### src/rtl/tea_dispatch_scheduler.sv
// Dispatch scheduler for a pool of TEA decryptor engines.
// Blocks are handed to engines round-robin and retired strictly in the
// order they were accepted, even when engines finish out of order.
module tea_dispatch_scheduler #(
    parameter int NUM_ENG = 8,
    parameter int CNT_W   = 5
) (
    input  logic                   clk,
    input  logic                   rst_n,
    input  logic                   ena,
    input  logic                   flush,
    input  logic                   in_valid,
    output logic                   in_ready,
    input  logic [63:0]            in_block,
    output logic [NUM_ENG-1:0]     eng_start,
    output logic [63:0]            eng_block,
    output logic                   eng_abort,
    input  logic [NUM_ENG-1:0]     eng_done,
    input  logic [64*NUM_ENG-1:0]  eng_result,
    output logic                   out_valid,
    input  logic                   out_ready,
    output logic [63:0]            out_block,
    output logic [CNT_W-1:0]       occupancy,
    output logic                   err
);

    localparam int PTR_W = (NUM_ENG > 1) ? $clog2(NUM_ENG) : 1;

    localparam logic [1:0] ST_IDLE = 2'd0;
    localparam logic [1:0] ST_RUN  = 2'd1;
    localparam logic [1:0] ST_DONE = 2'd2;

    localparam logic [PTR_W-1:0] PTR_LAST = PTR_W'(NUM_ENG - 1);
    localparam logic [CNT_W-1:0] OCC_FULL = CNT_W'(NUM_ENG);

    logic [NUM_ENG-1:0][1:0] state_q, state_d;
    logic [PTR_W-1:0]        wr_ptr_q, wr_ptr_d;
    logic [PTR_W-1:0]        rd_ptr_q, rd_ptr_d;
    logic [CNT_W-1:0]        occupancy_q, occupancy_d;
    logic                    out_valid_q, out_valid_d;
    logic [63:0]             out_block_q, out_block_d;
    logic [63:0]             eng_block_q, eng_block_d;
    logic [NUM_ENG-1:0]      eng_start_q, eng_start_d;
    logic                    eng_abort_q, eng_abort_d;
    logic                    err_q, err_d;

    logic                    in_ready_s;
    logic                    accept_s;
    logic                    retire_s;
    logic [63:0]             rd_result_s;

    // Wrap a pool pointer back to engine 0 after the last engine.
    function automatic logic [PTR_W-1:0] next_ptr(input logic [PTR_W-1:0] p);
        if (p == PTR_LAST) begin
            return '0;
        end else begin
            return p + PTR_W'(1);
        end
    endfunction

    // Handshake qualifiers; everything here looks only at registered state,
    // so a retire cannot free the engine that is being dispatched to.
    always_comb begin
        in_ready_s  = ena & ~flush & (state_q[wr_ptr_q] == ST_IDLE) &
                      (occupancy_q != OCC_FULL);
        accept_s    = in_valid & in_ready_s;
        retire_s    = ena & ~flush & (state_q[rd_ptr_q] == ST_DONE) &
                      (~out_valid_q | out_ready);
        rd_result_s = eng_result[64*int'(rd_ptr_q) +: 64];
    end

    // Next-state computation for engine states, pointers, and output registers.
    always_comb begin
        state_d     = state_q;
        wr_ptr_d    = wr_ptr_q;
        rd_ptr_d    = rd_ptr_q;
        occupancy_d = occupancy_q;
        out_valid_d = out_valid_q;
        out_block_d = out_block_q;
        eng_block_d = eng_block_q;
        eng_start_d = '0;
        eng_abort_d = 1'b0;
        err_d       = err_q;
        if (flush) begin
            // Abort everything in flight; completions in this cycle are dropped.
            for (int i = 0; i < NUM_ENG; i++) begin
                state_d[i] = ST_IDLE;
            end
            wr_ptr_d    = '0;
            rd_ptr_d    = '0;
            occupancy_d = '0;
            out_valid_d = 1'b0;
            eng_abort_d = 1'b1;
        end else if (ena) begin
            // A completion is only legitimate for an engine that is running.
            for (int i = 0; i < NUM_ENG; i++) begin
                if (eng_done[i]) begin
                    if (state_q[i] == ST_RUN) begin
                        state_d[i] = ST_DONE;
                    end else begin
                        err_d = 1'b1;
                    end
                end else begin
                    state_d[i] = state_d[i];
                end
            end
            if (retire_s) begin
                state_d[rd_ptr_q] = ST_IDLE;
                out_block_d       = rd_result_s;
                out_valid_d       = 1'b1;
                rd_ptr_d          = next_ptr(rd_ptr_q);
            end else if (out_valid_q & out_ready) begin
                out_valid_d = 1'b0;
            end else begin
                out_valid_d = out_valid_q;
            end
            if (accept_s) begin
                state_d[wr_ptr_q]     = ST_RUN;
                eng_block_d           = in_block;
                eng_start_d[wr_ptr_q] = 1'b1;
                wr_ptr_d              = next_ptr(wr_ptr_q);
            end else begin
                eng_start_d = '0;
            end
            case ({accept_s, retire_s})
                2'b10:   occupancy_d = occupancy_q + CNT_W'(1);
                2'b01:   occupancy_d = occupancy_q - CNT_W'(1);
                default: occupancy_d = occupancy_q;
            endcase
        end else begin
            // Disabled: hold all state and keep the engine strobes quiet.
            eng_start_d = '0;
            eng_abort_d = 1'b0;
        end
    end

    // State registers with asynchronous active-low reset.
    always_ff @(posedge clk or negedge rst_n) begin
        if (!rst_n) begin
            state_q     <= '0;
            wr_ptr_q    <= '0;
            rd_ptr_q    <= '0;
            occupancy_q <= '0;
            out_valid_q <= 1'b0;
            out_block_q <= 64'h0;
            eng_block_q <= 64'h0;
            eng_start_q <= '0;
            eng_abort_q <= 1'b0;
            err_q       <= 1'b0;
        end else begin
            state_q     <= state_d;
            wr_ptr_q    <= wr_ptr_d;
            rd_ptr_q    <= rd_ptr_d;
            occupancy_q <= occupancy_d;
            out_valid_q <= out_valid_d;
            out_block_q <= out_block_d;
            eng_block_q <= eng_block_d;
            eng_start_q <= eng_start_d;
            eng_abort_q <= eng_abort_d;
            err_q       <= err_d;
        end
    end

    assign in_ready  = in_ready_s;
    assign eng_start = eng_start_q;
    assign eng_block = eng_block_q;
    assign eng_abort = eng_abort_q;
    assign out_valid = out_valid_q;
    assign out_block = out_block_q;
    assign occupancy = occupancy_q;
    assign err       = err_q;

endmodule

### config.mk
export PLATFORM = sky130hd
export DESIGN_NAME = tea_dispatch_scheduler
export DESIGN_NICKNAME = d
export VERILOG_FILES = /design/src/rtl/tea_dispatch_scheduler.sv
export SDC_FILE = /design/constraint.sdc
export NUM_CORES = 1
export LEC_CHECK = 0
export BUFFER_PORTS_ARGS = -buffer_cell sky130_fd_sc_hd__buf_2
export CAP_MARGIN = 20
export CORE_AREA = 8 8 281 283
export DETAILED_ROUTE_END_ITERATION = 8
export DIE_AREA = 0 0 289 291
export PLACE_DENSITY = 0.35
export SLEW_MARGIN = 40
export SYNTH_ARGS = -nofsm -noshare
export SYNTH_HDL_FRONTEND = slang
export SYNTH_SLANG_ARGS = --single-unit
### constraint.sdc
create_clock -name clk -period 9.5 [get_ports clk]
set_clock_uncertainty 0.2 [all_clocks]
set_input_delay 1.9 -clock clk [delete_from_list [all_inputs] [get_ports clk]]
set_output_delay 1.9 -clock clk [all_outputs]
set_load 0.005 [all_outputs]
==> metrics.cfg <==
[finish]
layout_common_cells = buf_2 (733), dfrtp_1 (165), a22oi_1 (116)
fillCellCount = 8470
multiInputGateArea_um2 = 4860
finish.utilization = 0.1980
final_common_cell = buf_2
final_area_um2 = 14810
synthToLayoutAreaGrowth_pct = 57.49
final-seq-area_um2 = 4155
fin_nets = 2158
drive_gt1_frac = 0.5496

[pwr]
irDropWorstVdd_mv = 0.1353
switching_share = 0.3126
p_seq_frac = 0.406
p_comb_frac = 0.252
p_clk_frac = 0.342
power_switching_w = 0.0007202
internal_power_w = 0.001584
p_leak_nw = 7.399
power.density_nw_per_um2 = 155.6

[sta]
tns_ps = 0
slew_violations = 0
whs_ps = 272.2
setup_viol = 0
min_period_ps = 4943
final_hold_viol_count = 0
worstMarginPinSlew_ps = 791.8
rsz0062_at_grt = false
relSlewSlack = 0.4722
finalCritPeriodShare = 0.5203
fmax_mhz = 202.3
setup_ws_ps = 4557

[routing]
first_pass_iters = 5
ant_nets = 0
drt-initial-drc-count = 803
wl_per_cell_um = 29.34
drt-total-wl_um = 75530
drc = 0
avgViaCountPerCell = 4.425
vias = 11390

[synthesis]
synth_seq_cells = 166
syn_inst = 882
synth-async-reset-ratio = 1.000
mappedNetlistArea_um2 = 9404
ys_warn_count = 0
avgSynthCellArea_um2 = 10.66
synthDistinctLibCells = 56
ys_seq_area_frac = 0.4417
synth-edff-count = 0
syn_nets = 1480
ys_dominant_reg_cell = dfrtp_1

[setup_path]
end_kind = output port
cp_max_fo = 17
criticalPathCategory = input port to output port
slowest_delay_ps = 300
cp_slowest_cell = buf_2
start_kind = input port
worstPathCellList = buf_2, nand2b_1, a311oi_1, buf_2
cp.required_ps = 7400
cp.arrival_ps = 2840
path_common_cell = buf_2

[global_route]
grt_pass1_wl_um = 100900
met2_usage = 0.2874
grt_util_all_layers = 0.1726
antenna_found_initial = 72
grt_util_met1 = 0.1872
grt_overflow_total = 0
top_usage_layer = met2
grt_pass1_vias = 12020
grt_max_degree = 71
use_met3 = 0.07867

[job]
drv_cap = 0

[cts]
cts_root_buffer = clkbuf_16
ctsResizeCount = 0
cts_buffers = 17
clkLatencyLatePin_ps = 470
cts_num_sinks = 166
clockBufferDepth = 2
cts_hold_buf = 0
post-cts-setup-buffers = 0
cts_tree = yes
clkTransAtPathRegs_ps = 80
htreeDepth = 4

[hold_path]
hold_class = register to register

[die]
coreArea_um2 = 74810
die_w_um = 289
dieHeight_um = 291
initial_utilization = 0.1257
dieArea_um2 = 84100
rows = 101
ios = 735

[place]
port_buffers = 734
dp_hpwl_um = 61560
dp_slack_ps = 4147
placed_area_um2 = 14130
place_congestion = 0.9068

[status]
status = finished, final reports clean

-- critical path, delay by kind of cell --
kind	cells	cell delay, ps
AOI/OAI and AO/OA	1	250
buffers and inverters	2	490
and+or+nand+nor	1	190
-- cell usage after synthesis, drive strengths merged, types with 3 or more instances --
library cell	n	area (um^2)
buf	22	125.1
a21o	60	450.4
ha	7	87.58
clkbuf	69	259.0
nor2	17	63.81
inv	20	75.07
nand3	12	60.06
o31ai	5	37.54
or2	4	25.03
a22oi	116	870.8
a31oi	71	444.2
a21oi	7	35.03
nand3b	6	45.04
mux2	65	732.0
nand2b	4	25.02
o21ai	9	45.04
mux2i	8	80.08
a22o	70	613.1
a211oi	7	52.55
nor3	8	45.04
and3	3	18.77
a221oi	73	639.4
nor3b	3	22.52
a31o	6	52.55
nand2	16	67.56
dfrtp	166	4154
-- area by class of cell --
class | count | area share
diodes | 24 | 0.004055
repair buffers | 750 | 0.2578
clock inverters | 14 | 0.01309
inverters | 20 | 0.005069
clock buffers | 17 | 0.02872
well taps | 978 | 0.08262
flip-flops and latches | 166 | 0.2806
multi-input cells | 605 | 0.3281
-- metal layers --
metal,routed length [um],vias up
met5,352,-
met1,27830,5549
met2,36650,666
li1,-,4979
met3,7883,144
met4,2804,52
-- power groups by stage --
| stage | clock [W] | combinational [W] | sequential [W] |
|---|---|---|---|
| floorplan | 0 | 0.000178 | 0.000956 |
| global placement | 0 | 0.000593 | 0.000949 |
| detailed placement | 0 | 0.000598 | 0.000951 |
| CTS | 0.000834 | 0.000599 | 0.000938 |
| global route | 0.000851 | 0.000627 | 0.000958 |
| finish | 0.000788 | 0.000581 | 0.000935 |
-- through the flow --
step | total power [W] | instances
global route | 0.002436 | 2559
floorplan | 0.001134 | 882
global placement | 0.001542 | 2519
finish | 0.002304 | 2574
CTS | 0.002371 | 2550
detailed placement | 0.001550 | 2519
-- kinds of logic (layout without fill, tap and decap cells) --
logic type | after synthesis | after routing | share of synthesized area
adder cells (fa/ha/maj) | 8 | 8 | 0.01144
other | 0 | 24 | 0
AND/OR/NAND/NOR | 82 | 82 | 0.04763
AO/OA/AOI/OAI | 437 | 437 | 0.3564
XOR/XNOR | 3 | 3 | 0.002795
flip-flops | 166 | 166 | 0.4417
buffers and inverters | 111 | 801 | 0.04883
multiplexers | 75 | 75 | 0.09114
-- final timing paths --
kind	from	endpoint	slack [ps]	cells after the start
worst max-delay path	ena	in_ready	4560	4
worst min-delay path	out_block[4]	out_block[4]	270	1
worst max register to register	rd_ptr_q[0]	occupancy[4]	5650	12
worst min register to register	out_block[4]	out_block[4]	270	1
max in group asynchronous	rst_n	rd_ptr_q[1]	6830	2
min in group asynchronous	rst_n	eng_block[4]	1230	1
-- sequential cells by signal, indices dropped and copies added (netlist names) --
signal,flops
rd_ptr_q,3
out_valid,1
occupancy,5
err,1
state_q,16
eng_block,64
wr_ptr_q,3
eng_abort,1
eng_start,8
out_block,64
Power figures use the tool's default switching activity.
